==> src/rtl/pixel_readout_sequencer_if.sv <==
// Readout-tree and hit-stream signal bundle for pixel_readout_sequencer.
//
// Tree side : ReadCLK (strobe to tree root), valid (root has a pending hit),
//             addrOut (root address of the highest-priority pending hit).
// Hit stream: hitValid / hitReady / hitData valid-ready handshake carrying
//             {pixIdx[6:0], timeCnt[7:0]}.
//
// master: the sequencer side. slave: the tree model plus the hit consumer.
interface pixel_readout_sequencer_if;
  logic        ReadCLK;
  logic        valid;
  logic [14:0] addrOut;
  logic        hitValid;
  logic        hitReady;
  logic [14:0] hitData;

  modport master (
    output ReadCLK,
    input  valid,
    input  addrOut,
    output hitValid,
    input  hitReady,
    output hitData
  );

  modport slave (
    input  ReadCLK,
    output valid,
    output addrOut,
    input  hitValid,
    output hitReady,
    input  hitData
  );
endinterface

==> src/rtl/pixel_readout_sequencer.sv <==
// Frame readout sequencer for a 90-pixel priority-encode readout tree.
//
// Per frame it strobes the tree root once per pending hit, decodes each root
// address into {pixIdx, timeCnt}, buffers the words in a first-word-fall-through
// FIFO and reports completion with a frameDone pulse and the hit count.
//
// Ports:
//   CLK, RST   system clock, synchronous active-high reset
//   start      one-cycle frame-read request (honoured only when idle)
//   abort      end the frame at the next safe point (after any strobe/settle)
//   bus        tree strobe/valid/address plus hit valid/ready/data stream
//   busy       high whenever the sequencer is not idle
//   frameDone  one-cycle pulse at the end of a frame
//   hitCount   hits read in the last completed frame
//   addrErr    sticky: a decoded pixel index was >= PIXS; cleared on start
module pixel_readout_sequencer #(
  parameter int unsigned PIXS     = 90,
  parameter int unsigned STRB_CYC = 2,
  parameter int unsigned SETL_CYC = 3,
  parameter int unsigned FIFO_DEP = 4,
  parameter int unsigned MAX_HITS = 90
) (
  input  logic                             CLK,
  input  logic                             RST,
  input  logic                             start,
  input  logic                             abort,
  pixel_readout_sequencer_if.master        bus,
  output logic                             busy,
  output logic                             frameDone,
  output logic [7:0]                       hitCount,
  output logic                             addrErr
);

  localparam int unsigned AW       = $clog2(FIFO_DEP);
  localparam logic [3:0]  StrbLast = 4'(STRB_CYC - 1);
  localparam logic [3:0]  SetlLast = 4'(SETL_CYC - 1);
  localparam logic [7:0]  MaxHits  = 8'(MAX_HITS);
  localparam logic [7:0]  PixLim   = 8'(PIXS);

  typedef enum logic [2:0] {
    StIdle,
    StSample,
    StStrobe,
    StSettle,
    StDone
  } state_e;

  state_e state_q, state_d;
  logic [3:0]  tmr_q, tmr_d;
  logic [7:0]  count_q;
  logic [7:0]  hit_count_q;
  logic        addr_err_q;
  logic        abort_pend_q;
  logic        done_q;
  logic        valid_q;
  logic [14:0] addr_q;

  logic        read_clk;
  logic        push;
  logic        frame_start;
  logic        frame_end;

  // FIFO
  logic [AW:0]  wr_ptr_q, rd_ptr_q;
  logic [14:0]  mem_q [FIFO_DEP];
  logic         fifo_empty, fifo_full, pop, wr_en;
  logic [6:0]   pix_idx;
  logic [14:0]  hit_word;

  // The fixed 2/2/2/1 tree-level radix decode collapses to plain binary, so
  // the pixel index is simply the upper seven address bits.
  assign pix_idx  = {addr_q[14:13], addr_q[12:11], addr_q[10:9], addr_q[8]};
  assign hit_word = {pix_idx, addr_q[7:0]};

  assign fifo_empty = (wr_ptr_q == rd_ptr_q);
  assign fifo_full  = (wr_ptr_q[AW] != rd_ptr_q[AW]) &&
                      (wr_ptr_q[AW-1:0] == rd_ptr_q[AW-1:0]);
  assign pop        = !fifo_empty && bus.hitReady;
  assign wr_en      = push && (!fifo_full || pop);

  // ---------------------------------------------------------------------------
  // FSM: state register
  // ---------------------------------------------------------------------------
  always_ff @(posedge CLK) begin
    if (RST) begin
      state_q <= StIdle;
      tmr_q   <= '0;
    end else begin
      state_q <= state_d;
      tmr_q   <= tmr_d;
    end
  end

  // ---------------------------------------------------------------------------
  // FSM: next state
  // ---------------------------------------------------------------------------
  always_comb begin
    state_d = state_q;
    unique case (state_q)
      StIdle: begin
        if (start) state_d = StSample;
      end
      StSample: begin
        if (abort || abort_pend_q || (count_q == MaxHits)) begin
          state_d = StDone;
        end else if (!valid_q) begin
          state_d = StDone;
        end else if (!fifo_full) begin
          state_d = StStrobe;
        end
      end
      StStrobe: begin
        if (tmr_q == StrbLast) state_d = StSettle;
      end
      StSettle: begin
        if (tmr_q == SetlLast) state_d = StSample;
      end
      StDone: begin
        state_d = StIdle;
      end
      default: begin
        state_d = StIdle;
      end
    endcase
    // Dwell timer restarts on every state change.
    tmr_d = (state_d == state_q) ? tmr_q + 4'd1 : 4'd0;
  end

  // ---------------------------------------------------------------------------
  // FSM: outputs
  // ---------------------------------------------------------------------------
  always_comb begin
    read_clk    = 1'b0;
    push        = 1'b0;
    frame_start = 1'b0;
    frame_end   = 1'b0;
    unique case (state_q)
      StIdle: begin
        frame_start = start;
      end
      StStrobe: begin
        read_clk = 1'b1;
        push     = (tmr_q == 4'd0);
      end
      StDone: begin
        frame_end = 1'b1;
      end
      default: begin
      end
    endcase
  end

  // Reset drops the strobe in the same cycle rather than one edge later.
  assign bus.ReadCLK = read_clk && !RST;
  assign busy        = (state_q != StIdle);
  assign frameDone   = done_q;
  assign hitCount    = hit_count_q;
  assign addrErr     = addr_err_q;

  // ---------------------------------------------------------------------------
  // Input stage, frame counters and status
  // ---------------------------------------------------------------------------
  always_ff @(posedge CLK) begin
    if (RST) begin
      valid_q      <= 1'b0;
      addr_q       <= '0;
      count_q      <= '0;
      hit_count_q  <= '0;
      addr_err_q   <= 1'b0;
      abort_pend_q <= 1'b0;
      done_q       <= 1'b0;
    end else begin
      valid_q <= bus.valid;
      addr_q  <= bus.addrOut;
      done_q  <= frame_end;

      if (frame_start) begin
        count_q      <= '0;
        addr_err_q   <= 1'b0;
        abort_pend_q <= 1'b0;
      end else begin
        if (push) begin
          if (count_q != MaxHits) count_q <= count_q + 8'd1;
          // Out-of-range words are still pushed; the flag lets the frame
          // logic discard the frame if it chooses.
          if ({1'b0, pix_idx} >= PixLim) addr_err_q <= 1'b1;
        end
        // An abort during a strobe or settle is held until SAMPLE so the
        // current hit always completes its full strobe and tree settle.
        if (abort && ((state_q == StStrobe) || (state_q == StSettle))) begin
          abort_pend_q <= 1'b1;
        end
        if (frame_end) abort_pend_q <= 1'b0;
      end

      if (frame_end) hit_count_q <= count_q;
    end
  end

  // ---------------------------------------------------------------------------
  // Hit FIFO (first-word-fall-through, drains across frames)
  // ---------------------------------------------------------------------------
  always_ff @(posedge CLK) begin
    if (RST) begin
      wr_ptr_q <= '0;
      rd_ptr_q <= '0;
    end else begin
      if (wr_en) wr_ptr_q <= wr_ptr_q + 1'b1;
      if (pop)   rd_ptr_q <= rd_ptr_q + 1'b1;
    end
  end

  always_ff @(posedge CLK) begin
    if (wr_en) mem_q[wr_ptr_q[AW-1:0]] <= hit_word;
  end

  assign bus.hitValid = !fifo_empty;
  assign bus.hitData  = fifo_empty ? 15'd0 : mem_q[rd_ptr_q[AW-1:0]];

endmodule
==> src/flat_wrapper.sv <==
// flat-port wrapper written by rule: the top's interface ports become plain ports
module pixel_readout_sequencer_flat 
#(
  parameter int unsigned PIXS     = 90,
  parameter int unsigned STRB_CYC = 2,
  parameter int unsigned SETL_CYC = 3,
  parameter int unsigned FIFO_DEP = 4,
  parameter int unsigned MAX_HITS = 90
)
  (CLK, RST, start, abort, busy, frameDone, hitCount, addrErr, bus_ReadCLK, bus_valid, bus_addrOut, bus_hitValid, bus_hitReady, bus_hitData);
  pixel_readout_sequencer_if bus_i ();
  input  logic CLK;
  input  logic RST;
  input  logic start;
  input  logic abort;
  output logic busy;
  output logic frameDone;
  output logic [7:0] hitCount;
  output logic addrErr;
  output wire logic [$bits(bus_i.ReadCLK)-1:0] bus_ReadCLK;
  input wire logic [$bits(bus_i.valid)-1:0] bus_valid;
  input wire logic [$bits(bus_i.addrOut)-1:0] bus_addrOut;
  output wire logic [$bits(bus_i.hitValid)-1:0] bus_hitValid;
  input wire logic [$bits(bus_i.hitReady)-1:0] bus_hitReady;
  output wire logic [$bits(bus_i.hitData)-1:0] bus_hitData;
  assign bus_ReadCLK = bus_i.ReadCLK;
  assign bus_i.valid = bus_valid;
  assign bus_i.addrOut = bus_addrOut;
  assign bus_hitValid = bus_i.hitValid;
  assign bus_i.hitReady = bus_hitReady;
  assign bus_hitData = bus_i.hitData;
  pixel_readout_sequencer #(.PIXS(PIXS), .STRB_CYC(STRB_CYC), .SETL_CYC(SETL_CYC), .FIFO_DEP(FIFO_DEP), .MAX_HITS(MAX_HITS)) u_core (.CLK(CLK), .RST(RST), .start(start), .abort(abort), .bus(bus_i), .busy(busy), .frameDone(frameDone), .hitCount(hitCount), .addrErr(addrErr));
endmodule
==> config.mk <==
export PLATFORM = sky130hd
export DESIGN_NAME = pixel_readout_sequencer_flat
export DESIGN_NICKNAME = d
export VERILOG_FILES = /design/src/rtl/pixel_readout_sequencer_if.sv /design/src/rtl/pixel_readout_sequencer.sv /design/src/flat_wrapper.sv
export SDC_FILE = /design/constraint.sdc
export NUM_CORES = 1
export LEC_CHECK = 0
export ABC_AREA = 1
export BUFFER_PORTS_ARGS = -buffer_cell sky130_fd_sc_hd__buf_2
export CORE_MARGIN = 4
export CORE_UTILIZATION = 58
export DETAILED_ROUTE_END_ITERATION = 8
export GPL_ROUTABILITY_DRIVEN = 1
export PLACE_DENSITY = 0.79
export SYNTH_ARGS = -nofsm -noshare
export SYNTH_HDL_FRONTEND = slang
export SYNTH_SLANG_ARGS = --single-unit
==> constraint.sdc <==
create_clock -name CLK -period 2.9 [get_ports CLK]
set_input_delay 0.58 -clock CLK [delete_from_list [all_inputs] [get_ports CLK]]
set_output_delay 0.58 -clock CLK [all_outputs]
set_load 0.02 [all_outputs]
==> impl_metrics.tcl <==
set metrics [dict create \
    viasPerCell 5.12 \
    synth-seq-area-share 0.630 \
    total_power_uw 2940 \
    ir_drop_uv 269 \
    min_path_cells 3 \
    finalCriticalPeriod_ns 2.56 \
    cts_setup_buffers 0 \
    synth_top_family_by_area "simple AND/OR/NAND/NOR gates" \
    combPwrFrac 0.144 \
    drc 0 \
    fin_util 0.679 \
    p_int_uw 2140 \
    leakage_uw 0.00218 \
    pwr-share-clk 0.274 \
    start_kind "register" \
    fin_skew_ns 0.0123 \
    synthMuxAreaShare 0 \
    clock-root-buffer "clkbuf_8" \
    port_buffers 48 \
    r2r_end "u_core.tmr_q[0]$_SDFF_PP0_" \
    seqPwrFrac 0.581 \
    numCtsBuffers 9 \
    detail-route-antenna-nets 0 \
    synthXorXnorAreaFrac 0.00985 \
    drive_gt1_frac 0.166 \
    yosysWarnings 0 \
    fmax_ghz 0.390 \
    core_um2 7370 \
    grt_max_degree 31 \
    outcome "finished, final reports clean" \
    drt_iter0_markers 116 \
    clock_path_buffers 2 \
    swShare 0.272 \
    grt_pass1_wl_mm 13.3 \
    cp_data_arrival_time_ns 1.98 \
    synthArstFlopShare 0 \
    clock-sinks 110 \
    synth_edf_count 60 \
    yosysTopAreaCellShare 0.405 \
    crit_buf_inv 3 \
    stdcell_count 611 \
    globalRouteTotalUtil 0.191 \
    clk_latency_ns 0.35 \
    crit_family "flip-flops" \
    hpwl_mm 5.69 \
    ff2ff_path_depth 11 \
    fp.dieW_um 95.6 \
    synth_ff_type "edfxtp_1" \
    rrSetupSlack_ns 1.15 \
    gr-total-overflow 0 \
    ctsResizeCount 0 \
    cts_tree "done" \
    synth_seq_cells 110 \
    clk_pin_slew_worst_paths_ns 0.10 \
    hold_viol_final 0 \
    dp_slack_ns 0.727 \
    die_y_um 95.6 \
    dieArea_um2 9130 \
    syn-mean-instance-area_um2 9.86 \
    holdCritPathClass "input port to register" \
    min_to "u_core.addr_q[3]$_SDFF_PP0_" \
    synth_fa_ha_area_frac 0.0310 \
    htree_levels 3 \
    rsz0062_at_grt "no" \
    syn_area_um2 4450 \
    setup_tns_ns 0 \
    cp_cell_sequence "buf_4 -> nor2_1 -> o32ai_1 -> nand2_1 -> inv_1 -> buf_2" \
    grt_pass1_vias 3014 \
    drt_wl_total_mm 8.26 \
    finalSetupViolCount 0 \
    ys_types 32 \
    min_from "bus_addrOut[3]" \
    cp_max_fo 17 \
    maxCapViolations 0 \
    antennaDiodeCount 0 \
    cts-hold-fix-buffers 0 \
    first_pass_iters 4 \
    cp-end-kind "output port" \
    pwr_density_cell_nw_per_um2 587 \
    layout_setup_ws_ns 0.338 \
    nets 539 \
    io_pins 49 \
    drv_slew 0 \
    yosysMostFrequentCell "nor2_1" \
    synth_fp_nets 483 \
    gp_congestion 0.827 \
    dp_cells 595 \
    syn2layout_area_growth_pct 12.6 \
    cpMaxStageDelayCell "dfxtp_1" \
    power.switching_uw 799 \
    synth_compound_area_frac 0.0974 \
    grt_antenna_before_repair 0 \
    period_share 0.884 \
    synth.area.top_cells "edfxtp_1 41%, dfxtp_1 23%, nor2_1 8.3%" \
    rows 31 \
    synthSimpleGateAreaFrac 0.162 \
    critPathMaxStageDelay_ns 0.69 \
    worst_pin_slew_ns 0.563 \
    post_drt_wl_per_cell_um 13.5 \
    vias 3129 \
    n_fill_cell 599 \
    worstSetupPathType "register to output port" \
    netlist_instances 451 \
    r2r_start "u_core.count_q[0]$_SDFFE_PP0P_" \
    required_ns 2.32 \
    max_slew_margin 0.624 \
    yosys.area.top_type "edfxtp_1" \
    start_util 0.603 \
    synth_common_cells "98 x nor2_1, 66 x inv_1, 60 x edfxtp_1, 52 x nand2_1, 50 x dfxtp_1" \
]
-- placed cells by master, fill, tap and decap left out, drive strengths merged --
| master | count |
|---|---|
| nor3 | 4 |
| o32ai | 15 |
| nand4 | 1 |
| nand3 | 10 |
| clkinv | 3 |
| o21ai | 31 |
| or2 | 1 |
| o21a | 1 |
| ha | 11 |
| nand2 | 55 |
| clkbuf | 10 |
| o211ai | 2 |
| xnor2 | 3 |
| nor3b | 1 |
| o21bai | 2 |
| nor2 | 101 |
| a31oi | 1 |
| a21oi | 19 |
| dfxtp | 50 |
| xor2 | 2 |
| edfxtp | 60 |
| inv | 70 |
| buf | 59 |
-- how the worst max path moves through the flow --
stage / startpoint / end / cells past startpoint / slack, ns
4_1_cts: register / bus_hitData[14] / 6 / 0.32
3_5_place_dp: register / bus_hitData[14] / 6 / 0.73
5_1_grt: register / bus_hitData[14] / 6 / 0.14
3_3_place_gp: register / bus_hitData[14] / 6 / 0.80
2_1_floorplan: u_core.tmr_q[0]$_SDFF_PP0_ / u_core.mem_q[3][0]$_DFFE_PP_ / 6 / 0.92
6_report: register / bus_hitData[14] / 6 / 0.34
-- worst reg2reg max path, cell delays in order (launching register included) --
cell     delay, ns
dfxtp_1       0.39
inv_1         0.10
ha_1          0.21
nand2_1       0.06
nor2_1        0.04
nand2_1       0.15
nand3_1       0.15
o21ai_1       0.20
nand2_1       0.08
nand2_1       0.06
nand3_1       0.14
nor2_1        0.12
-- registers in the layout, indices dropped and copies added, names as in the netlist, named ones only --
signal	count
u_core.valid_q	1
u_core.mem_q	60
u_core.addrErr	1
u_core.rd_ptr_q	3
u_core.frameDone	1
u_core.addr_q	15
u_core.wr_ptr_q	3
u_core.tmr_q	4
u_core.state_q	3
u_core.count_q	8
u_core.abort_pend_q	1
u_core.hitCount	8
-- metal layers --
metal  part of all wire  GRT usage
met5                  0          0
met4             0.0061     0.0545
met3              0.048     0.0489
met2               0.50      0.328
met1               0.44      0.239
-- layout make-up --
class	count	area [µm²]	share of cell area
multi-input combinational	260	1340	0.267
inverter	67	251	0.0502
timing repair buffer	59	323	0.0645
clock buffer	10	128	0.0255
tap	99	124	0.0247
clock inverter	6	42.5	0.00850
sequential	110	2800	0.560
-- kinds of logic (layout without fill, tap and decap cells) --
family	count (synthesis)	after routing
AOI/OAI and AO/OA	71	71
xor gates and xnor gates	5	5
DFF	110	110
and+or+nand+nor	173	173
adders and majority gates	11	11
buffers and inverters	81	142
-- power by group through the flow --
stage               Combinational [µW]  Clock (µW)  Sequential (µW)
finish                             424         807             1710
global route                       477         890             1710
CTS                                428         824             1710
detailed placement                 427           0             1740
global placement                   414           0             1740
floorplan                          289           0             1740
-- per-stage QoR --
stage	cell area, µm²	hold WS (ns)
after floorplan	4450	0.438
after global placement	4840	0.445
after detailed placement	4840	0.458
after CTS	5010	0.411
after global routing	5010	0.409
final	5010	0.424
Power figures use the tool's default switching activity.
